### config.mk
export PLATFORM = sky130hd
export DESIGN_NAME = deinterleaver
export DESIGN_NICKNAME = d
export VERILOG_FILES = /design/src/rtl/deinterleaver.sv
export SDC_FILE = /design/constraint.sdc
export NUM_CORES = 1
export LEC_CHECK = 0
export CELL_PAD_IN_SITES_DETAIL_PLACEMENT = 0
export CELL_PAD_IN_SITES_GLOBAL_PLACEMENT = 1
export CORE_MARGIN = 5
export CORE_UTILIZATION = 30
export DETAILED_ROUTE_END_ITERATION = 7
export GPL_TIMING_DRIVEN = 0
export PLACE_DENSITY_LB_ADDON = 0.12
export SLEW_MARGIN = 30
export SYNTH_ARGS = -nofsm -noshare
export SYNTH_HDL_FRONTEND = slang
export SYNTH_SLANG_ARGS = --single-unit
### constraint.sdc
create_clock -name i_clk -period 9.17 [get_ports i_clk]
set_clock_uncertainty 0.2 [all_clocks]
set_input_delay 1.834 -clock i_clk [delete_from_list [all_inputs] [get_ports i_clk]]
set_output_delay 1.834 -clock i_clk [all_outputs]
set_load 0.03 [all_outputs]
### src/rtl/deinterleaver.sv
// -----------------------------------------------------------------------------
// deinterleaver
//
// Receive-side partner of the block interleaver. Collects a 128-bit block
// delivered as 32 interleaved nibbles, rebuilds the 16 x 8 symbol matrix and
// replays the bits serially, one per transfer, in the original order.
//
// Nibble k (0..31) carries column col = k[4:3], bit b = k[2:0]; lane i of the
// nibble lands in matrix[LANES*col + i][SYM_BITS-1-b]. Serial bit n is read
// from matrix[n / SYM_BITS][n % SYM_BITS].
//
// Ports
//   i_clk        rising-edge clock
//   i_rst        asynchronous, active-high reset
//   i_in_bits    interleaved nibble (LANES bits)
//   i_in_valid   i_in_bits valid this cycle
//   o_in_ready   block accepts a nibble when i_in_valid & o_in_ready
//   o_out_bit    deinterleaved serial bit
//   o_out_valid  o_out_bit valid
//   i_out_ready  downstream accepts; a bit transfers on o_out_valid & i_out_ready
//   o_out_first  high with bit 0 of a block
//   o_out_last   high with the final bit of a block
//
// Build option
//   DEINTERLEAVER_PINGPONG_EN  two matrix banks; loading the next block runs
//                              concurrently with unloading the current one.
//                              Undefined: one bank, strict LOAD/UNLOAD.
// -----------------------------------------------------------------------------
module deinterleaver #(
   parameter int LANES    = 4,
   parameter int SYMBOLS  = 16,
   parameter int SYM_BITS = 8
) (
   input  logic             i_clk,
   input  logic             i_rst,
   input  logic [LANES-1:0] i_in_bits,
   input  logic             i_in_valid,
   output logic             o_in_ready,
   output logic             o_out_bit,
   output logic             o_out_valid,
   input  logic             i_out_ready,
   output logic             o_out_first,
   output logic             o_out_last
);

   localparam int NIBBLES = (SYMBOLS * SYM_BITS) / LANES;
   localparam int BITS    = SYMBOLS * SYM_BITS;
   localparam int K_W     = $clog2(NIBBLES);
   localparam int N_W     = $clog2(BITS);
   localparam int B_W     = $clog2(SYM_BITS);
   localparam int R_W     = $clog2(SYMBOLS);
   localparam int C_W     = K_W - B_W;

   localparam logic [K_W-1:0] K_LAST = K_W'(NIBBLES - 1);
   localparam logic [N_W-1:0] N_LAST = N_W'(BITS - 1);

   localparam logic [0:0] S_LOAD   = 1'b0;
   localparam logic [0:0] S_UNLOAD = 1'b1;

   logic [0:0]     r_state;
   logic [K_W-1:0] r_k;
   logic [N_W-1:0] r_n;
   logic           r_in_ready;
   logic           r_out_valid;
   logic           r_out_bit;
   logic           r_out_first;
   logic           r_out_last;

`ifdef DEINTERLEAVER_PINGPONG_EN
   logic [SYM_BITS-1:0] r_mat [2][SYMBOLS];
   logic                r_lb;      // bank currently being loaded
   logic                r_full;    // load bank holds a complete block
   logic                w_full_now;
   logic                w_full_next;
   logic                w_rd_bank;
`else
   logic [SYM_BITS-1:0] r_mat [SYMBOLS];
`endif

   logic           w_unloading;
   logic           w_acc;
   logic           w_load_done;
   logic           w_xfer;
   logic           w_last_xfer;
   logic           w_swap;
   logic [C_W-1:0] w_col;
   logic [B_W-1:0] w_b;
   logic [R_W-1:0] w_row_base;
   logic [K_W-1:0] w_k_next;
   logic [N_W-1:0] w_n_next;
   logic           w_valid_next;
   logic           w_ready_next;
   logic           w_bit_next;
   logic [0:0]     w_state_next;

   assign w_unloading = (r_state == S_UNLOAD);
   assign w_acc       = i_in_valid & r_in_ready;
   assign w_load_done = w_acc & (r_k == K_LAST);
   assign w_xfer      = w_unloading & i_out_ready;
   assign w_last_xfer = w_xfer & (r_n == N_LAST);
   assign w_col       = r_k[K_W-1:B_W];
   assign w_b         = r_k[B_W-1:0];
   assign w_row_base  = R_W'(int'(w_col) * LANES);

`ifdef DEINTERLEAVER_PINGPONG_EN
   // A finished load bank swaps in once the unload side is idle or on its final bit.
   assign w_full_now = r_full | w_load_done;
   assign w_swap     = w_full_now & (~w_unloading | w_last_xfer);
`else
   // Single bank: input is only ready while loading, so a finished block always starts unloading.
   assign w_swap     = w_load_done;
`endif

   // Next-state computation for counters, handshakes and the registered output bit.
   always_comb begin
      w_n_next     = r_n;
      w_valid_next = r_out_valid;
      if (w_swap) begin
         w_n_next     = '0;
         w_valid_next = 1'b1;
      end else if (w_last_xfer) begin
         w_n_next     = '0;
         w_valid_next = 1'b0;
      end else if (w_xfer) begin
         w_n_next     = r_n + N_W'(1);
         w_valid_next = 1'b1;
      end else begin
         w_n_next     = r_n;
         w_valid_next = r_out_valid;
      end

      if (w_acc) begin
         if (r_k == K_LAST) begin
            w_k_next = '0;
         end else begin
            w_k_next = r_k + K_W'(1);
         end
      end else begin
         w_k_next = r_k;
      end

      w_state_next = w_valid_next ? S_UNLOAD : S_LOAD;

`ifdef DEINTERLEAVER_PINGPONG_EN
      w_full_next  = w_swap ? 1'b0 : w_full_now;
      w_ready_next = ~(w_full_next & w_valid_next);
      // On a swap the bank just loaded becomes the unload bank.
      w_rd_bank    = w_swap ? r_lb : ~r_lb;
      if (w_valid_next) begin
         w_bit_next = r_mat[w_rd_bank][w_n_next[N_W-1:B_W]][w_n_next[B_W-1:0]];
      end else begin
         w_bit_next = 1'b0;
      end
`else
      w_ready_next = ~w_valid_next;
      if (w_valid_next) begin
         w_bit_next = r_mat[w_n_next[N_W-1:B_W]][w_n_next[B_W-1:0]];
      end else begin
         w_bit_next = 1'b0;
      end
`endif
   end

   // Matrix writes: lane i goes to row LANES*col+i, bit position reversed within the symbol.
   always_ff @(posedge i_clk) begin
      if (w_acc) begin
         for (int i = 0; i < LANES; i++) begin
`ifdef DEINTERLEAVER_PINGPONG_EN
            r_mat[r_lb][w_row_base + R_W'(i)][~w_b] <= i_in_bits[i];
`else
            r_mat[w_row_base + R_W'(i)][~w_b] <= i_in_bits[i];
`endif
         end
      end
   end

   // Control registers and registered outputs.
   always_ff @(posedge i_clk or posedge i_rst) begin
      if (i_rst) begin
         r_state     <= S_LOAD;
         r_k         <= '0;
         r_n         <= '0;
         r_in_ready  <= 1'b1;
         r_out_valid <= 1'b0;
         r_out_bit   <= 1'b0;
         r_out_first <= 1'b0;
         r_out_last  <= 1'b0;
`ifdef DEINTERLEAVER_PINGPONG_EN
         r_lb        <= 1'b0;
         r_full      <= 1'b0;
`endif
      end else begin
         r_state     <= w_state_next;
         r_k         <= w_k_next;
         r_n         <= w_n_next;
         r_in_ready  <= w_ready_next;
         r_out_valid <= w_valid_next;
         r_out_bit   <= w_bit_next;
         r_out_first <= w_valid_next & (w_n_next == '0);
         r_out_last  <= w_valid_next & (w_n_next == N_LAST);
`ifdef DEINTERLEAVER_PINGPONG_EN
         r_lb        <= w_swap ? ~r_lb : r_lb;
         r_full      <= w_full_next;
`endif
      end
   end

   assign o_in_ready  = r_in_ready;
   assign o_out_valid = r_out_valid;
   assign o_out_bit   = r_out_bit;
   assign o_out_first = r_out_first;
   assign o_out_last  = r_out_last;

endmodule

**Word-level counts from Yosys, hierarchy flattened**

Memory sizes are Yosys's and may differ from the RTL's.
Cells that the tools add are included.

- Equality and inequality tests: 3
- Order comparisons: 3
- Bitwise operators: 8
- Muxes and demuxes: 15
- Reduce and logical (&&, ||, !) cells: 2
- $add $sub $neg: 5

Operator list:

| kind | number |
|---|---|
| $mux W7 | 3 |
| $eq A7 B7 Y1 const B | 2 |
| $add A4 B2 Y4 const B | 2 |
| $lt A3 B4 Y1 const B | 2 |
| $mux W1 | 8 |
| $mux W8 | 1 |
| $add A7 B1 Y7 const B | 1 |
| $logic_not A7 Y1 | 1 |
| $and A1 B1 Y1 | 6 |
| $add A5 B1 Y5 const B | 1 |
| $eq A5 B5 Y1 const B | 1 |
| $mux W5 | 1 |
| $add A4 B1 Y4 const B | 1 |
| $bmux W1 S3 | 1 |
| $demux W1 S3 | 1 |
| $ge A3 B1 Y1 const B | 1 |
| $not A3 Y3 | 1 |
| $logic_and A1 B1 Y1 | 1 |
| $not A1 Y1 | 1 |

- Output and inout port bits: 5
- Memories kept: 1
- Register bits: 18
- Word-level logic and storage cells: 45
- Bits of input ports: 8
- Memory bits (writable): 128

Memories:

| memory | depth | width | rd ports | clocked after Yosys merged registers in | wr ports | line | text |
|---|---|---|---|---|---|---|---|
| r_mat | 16 | 8 | 1 | 0 | 4 | 77 | `logic [SYM_BITS-1:0] r_mat [SYMBOLS];` |

**Depth between registers and ports, before layout**

An unclocked memory read counts as a cell.

- Depth after elaboration: 8
- Mapped depth: 15
- Mapped depth without buffers: 13

**Least setup slack after synthesis**

No wires, ideal clock.

- Path kind: input -> register
- Start: input i_out_ready
- End: register r_out_bit, in the netlist o_out_bit
- Data required time: 8.844 ns
- Buffers on the path: 1
- Setup time: 0.126 ns
- Arrival time: 3.793 ns
- Stages: 10
- Setup slack: 5.051 ns
- Cells stage by stage: nand4_2 > or3_4 > a21o_4 > inv_4 > buf_12 > mux4_2 > nor2_1 > o211ai_1 > o31ai_1 > o2bb2ai_2

- Cells in the longest elaborated chain, start to end: 8
- Elaborated cells on any way between the ends: 12
- Classes of those cells: mux: 9; bitwise: 2; memory: 1

RTL lines:

| item | line | text |
|---|---|---|
| start: declaration | 41 | `input logic i_out_ready,` |
| $and A1 B1 Y1 (*) | 99 | `assign w_xfer = w_unloading & i_out_ready;` |
| $mux W7 / $and A1 B1 Y1 (equally long branches) | 124, 100 |  |
| $mux W7 | 121 | `end else if (w_last_xfer) begin` |
| $mux W7 | 118 | `if (w_swap) begin` |
| $mem_v2 Z16 W8 | n/a |  |
| $bmux W1 S3 | 157 | `w_bit_next = r_mat[w_n_next[N_W-1:B_W]][w_n_next[B_W-1:0]];` |
| $mux W1 (not written as such) | 157 |  |
| $mux W1 (*) | 156 | `if (w_valid_next) begin` |
| net w_bit_next | 93 | `logic w_bit_next;` |
| end signal: assignment | 198 | `r_out_bit <= w_bit_next;` |
| end: declaration | 65 | `logic r_out_bit;` |

The timed path passes the listed nets; every way through them passes the cells marked *. The select of a mux whose other input is x is not followed.
A chain may end at the register's enable or synchronous reset.

**Worst setup path in the final report**

- Start: input i_out_ready
- End: register r_out_bit, in the netlist o_out_bit

- Cells in the longest elaborated chain, start to end: 8
- Elaborated cells on any way between the ends: 12
- Classes of those cells: mux: 9; bitwise: 2; memory: 1

RTL lines:

| item | line | text |
|---|---|---|
| $and A1 B1 Y1 (*) | 99 |  |
| $mux W7 / $and A1 B1 Y1 (equally long branches) | 124, 100 |  |
| $mux W7 (*) | 121 |  |
| $mux W7 (*) | 118 |  |
| net w_n_next[5] | 90 | `logic [N_W-1:0] w_n_next;` |
| $mem_v2 Z16 W8 (*) | n/a |  |
| $bmux W1 S3 (*) | 157 |  |
| $mux W1 (not written as such) (*) | 157 |  |
| $mux W1 (*) | 156 |  |
| net w_bit_next | 93 |  |

Marks and branches as above.

==> summary.txt <==
Crit path largest cell delay: 580 ps
distinct cell type count of the synthesized netlist: 61
number of detailed-routing iterations run before antenna repair: 5
highest metal layer with signal wires: met4
FFs w/ async S/R, synth: 11.7%
result of the run: completed
Die H: 153 µm
pwr dens: 252 mW/mm²
Routed WL: 17700 µm
Crit Path Category: in -> reg
area of the mapped netlist: 0.00616 mm²
source-to-sink clock delay at the later pin of the worst-skew pair: 420 ps
via/cell ratio: 5.21
final number of max-transition violations: 0
vias in the first global route: 4048
clock tree from TritonCTS: built
setup repair after global routing missed its margin: no
Avg Inst Size Synth: 14.0 µm²
Tightest Hold Check Type: reg -> reg
number of buffers inserted during clock tree synthesis: 17
DRC: 0
fraction of final layout cells sized beyond drive strength 1: 14.8%
most used flip-flop cell after synthesis: sky130_fd_sc_hd__edfxtp_1
Met3 Routed Length: 845 µm
routability-driven placement congestion ratio: 0.793
top achievable clock speed: 0.190 GHz
Post-CTS Repair Setup Buffers: 0
minimum hold slack: 403 ps
Bufs on Longest Clock Path: 2
final total negative setup slack: 0 ps
area of the core region: 0.0202 mm²
post-synth net total: 451
die area: 0.0235 mm²
CP endpoint kind: flop
post-CTS clock slew at the launch and capture registers of the worst setup and hold paths: 60 ps
leakage component of the power: 2.38 nW
I/O Buffers: 12
worst path arrival time: 5350 ps
Chip Width: 153 µm
Data required, critical path: 9260 ps
largest net degree at the start of global routing: 33
layout overhead on the synthesized area: 17.2%
Initial DRC Count: 276
I/O pin count: 13
hold violation total from the final report: 0
# setup viols final: 0
number of placement rows: 52
routed length per placed instance: 23.4 µm
crit path max fanout: 10
slowest cell on the critical path: sky130_fd_sc_hd__clkdlybuf4s50_1
starting density of the core: 30.5%
clk sinks: 145
M1 WL: 8170 µm
master cell of the clock root buffer: sky130_fd_sc_hd__clkbuf_16
global-route wire length before repair: 26400 µm
warnings from Yosys: 0
initial antenna violation count: 0
min Tclk post-route: 5260 ps
post-synthesis sequential area ratio: 69.3%
Max-Cap Viols: 0
slew at the pin closest to its max-slew limit: 926 ps
filler cell count in the final layout: 1941
Overflow after GRT: 0
part of the cycle the worst path needs: 57.3%
peak supply drop: 0.118 mV
detailed-route via count: 3932
instance count of the mapped netlist: 440
overall global routing resource usage: 15.4%
count of H-tree levels built during CTS: 4
number of hold buffers added after cts: 0
antenna-violating nets left: 0
count of flip-flops with a built-in enable after synthesis: 128
diodes inserted: 0
list of cells traversed by the critical path: clkdlybuf4s50_1 > nand4_2 > o21ai_0 > nand2_1 > nand2b_1 > inv_1 > buf_2 > nor2_1 > nand3_1 > nand4_1 > o211ai_1 > o31ai_1 > o2bb2ai_2
count of nets after finishing: 485
hpwl dp: 11600 µm
worst-case headroom to the max-slew limit: 38.2%
post-cts sizing count: 0
length of routed met2 wiring: 8020 µm
nature of the critical path startpoint: input port
flops & latches, synth: 145
metal layers:
layer  vias up  GRT usage, %
met5         -             0
met4         0          7.91
met3        25          3.51
met2       106          23.2
met1      2016          20.8
li1       1785             -
synth_stat cells, types with 3 or more instances:
cell | number | share of area [%]
sky130_fd_sc_hd__nor2_1 | 45 | 2.7
sky130_fd_sc_hd__mux2_2 | 5 | 0.91
sky130_fd_sc_hd__nor3b_1 | 3 | 0.37
sky130_fd_sc_hd__a2111oi_0 | 5 | 0.71
sky130_fd_sc_hd__nand2b_1 | 3 | 0.30
sky130_fd_sc_hd__nand2_1 | 45 | 2.7
sky130_fd_sc_hd__ha_1 | 3 | 0.61
sky130_fd_sc_hd__buf_2 | 11 | 0.89
sky130_fd_sc_hd__mux2i_1 | 13 | 2.1
sky130_fd_sc_hd__nor3_1 | 3 | 0.24
sky130_fd_sc_hd__a221oi_1 | 18 | 2.6
sky130_fd_sc_hd__nand3_1 | 11 | 0.89
sky130_fd_sc_hd__a211oi_1 | 8 | 0.97
sky130_fd_sc_hd__mux4_2 | 3 | 1.1
sky130_fd_sc_hd__clkbuf_1 | 11 | 0.67
sky130_fd_sc_hd__o21ai_0 | 11 | 0.89
sky130_fd_sc_hd__and2_1 | 3 | 0.30
sky130_fd_sc_hd__nand4_1 | 6 | 0.61
sky130_fd_sc_hd__a31oi_1 | 7 | 0.71
sky130_fd_sc_hd__xnor2_1 | 3 | 0.43
sky130_fd_sc_hd__a221o_1 | 5 | 0.81
sky130_fd_sc_hd__and3_1 | 7 | 0.71
sky130_fd_sc_hd__inv_1 | 8 | 0.49
sky130_fd_sc_hd__dfrtp_1 | 16 | 6.5
sky130_fd_sc_hd__a21oi_1 | 15 | 1.2
sky130_fd_sc_hd__edfxtp_1 | 128 | 62
through the flow:
| stage | power, mW | instance area [µm²] | setup WS, ps | utilization, % | cells |
|---|---|---|---|---|---|
| after floorplan | 1.03 | 6160 | 5050 | - | 440 |
| after global routing | 1.90 | 7220 | 3670 | 35.7 | 755 |
| final | 1.82 | 7220 | 3910 | 35.7 | 755 |
| after global placement | 1.19 | 6620 | 3490 | 32.7 | 722 |
| after detailed placement | 1.20 | 6690 | 3540 | 33.0 | 725 |
| after CTS | 1.83 | 7220 | 3960 | 35.7 | 755 |
area by class of cell:
class / instances / area [µm²] / share of cell area, %
plain buffers: 25 / 135 / 1.87
clock buffers: 17 / 425 / 5.89
clock inverters: 13 / 111 / 1.54
inverters: 9 / 36.3 / 0.502
multi-input cells: 261 / 1720 / 23.9
flip-flops and latches: 145 / 4270 / 59.1
well taps: 270 / 338 / 4.68
repair buffers: 15 / 183 / 2.53
cell families (layout without fill, tap and decap cells):
family / count (synthesis) / after routing / share of synthesized area (%)
multiplexers: 22 / 22 / 4.49
AND/OR/NAND/NOR: 141 / 141 / 10.8
AO/OA/AOI/OAI: 90 / 90 / 11.3
buffers and inverters: 34 / 79 / 2.78
flip-flops: 145 / 145 / 69.3
XOR/XNOR: 5 / 5 / 0.711
adder cells (fa/ha/maj): 3 / 3 / 0.609
state kept, by name, summed over array words and instances, names as in the netlist:
name	flops
o_in_ready	1
o_out_first	1
r_k	5
r_n	7
o_out_bit	1
r_mat	128
o_out_last	1
o_out_valid	1
critical path, delay by kind of cell:
family                 cells  cell delay (ps)
AO/OA/AOI/OAI              4              870
buffers and inverters      3              950
AND/OR/NAND/NOR            6             1670
final timing paths:
path	slack (ps)	endpoint	start	depth (start not counted)
min in group asynchronous	1620	r_n[1]	i_rst	2
max in group asynchronous	6710	o_out_bit	i_rst	2
hold reg to reg	400	r_k[2]	r_k[2]	1
setup reg to reg	5140	o_out_bit	r_k[1]	12
hold / removal	400	r_k[2]	r_k[2]	1
setup / recovery	3910	o_out_bit	i_out_ready	13
cells in the final DEF, fill, tap and decap left out, types with 3 or more instances in the layout:
cell                              netlist  layout
sky130_fd_sc_hd__a31oi_1                7       7
sky130_fd_sc_hd__a221oi_1              18      18
sky130_fd_sc_hd__buf_16                 0       3
sky130_fd_sc_hd__nor3_1                 3       3
sky130_fd_sc_hd__clkdlybuf4s50_1        0       8
sky130_fd_sc_hd__edfxtp_1             128     128
sky130_fd_sc_hd__o21ai_0               11      11
sky130_fd_sc_hd__a221o_1                5       5
sky130_fd_sc_hd__and2_1                 3       3
sky130_fd_sc_hd__nand3_1               11      11
sky130_fd_sc_hd__inv_1                  8       8
sky130_fd_sc_hd__and3_1                 7       7
sky130_fd_sc_hd__clkbuf_16              0      17
sky130_fd_sc_hd__dfrtp_1               16      16
sky130_fd_sc_hd__mux2_2                 5       5
sky130_fd_sc_hd__nand4_1                6       6
sky130_fd_sc_hd__a21oi_1               15      15
sky130_fd_sc_hd__nand2_1               45      45
sky130_fd_sc_hd__clkinv_2               0       6
sky130_fd_sc_hd__mux4_2                 3       3
sky130_fd_sc_hd__a211oi_1               8       8
sky130_fd_sc_hd__inv_6                  0       3
sky130_fd_sc_hd__mux2i_1               13      13
sky130_fd_sc_hd__buf_2                 11      15
sky130_fd_sc_hd__nand2b_1               3       3
sky130_fd_sc_hd__a2111oi_0              5       5
sky130_fd_sc_hd__xnor2_1                3       3
sky130_fd_sc_hd__clkbuf_1              11      11
sky130_fd_sc_hd__ha_1                   3       3
sky130_fd_sc_hd__nor3b_1                3       3
sky130_fd_sc_hd__nor2_1                45      45
power breakdown:
part | total [mW] | switching, mW | internal, mW
logic | 0.361 | 0.253 | 0.108
clock network | 0.637 | 0.267 | 0.370
registers | 0.820 | 0.0405 | 0.780
total | 1.82 | 0.561 | 1.26
Note: power is estimated with default switching activity, not from simulation.
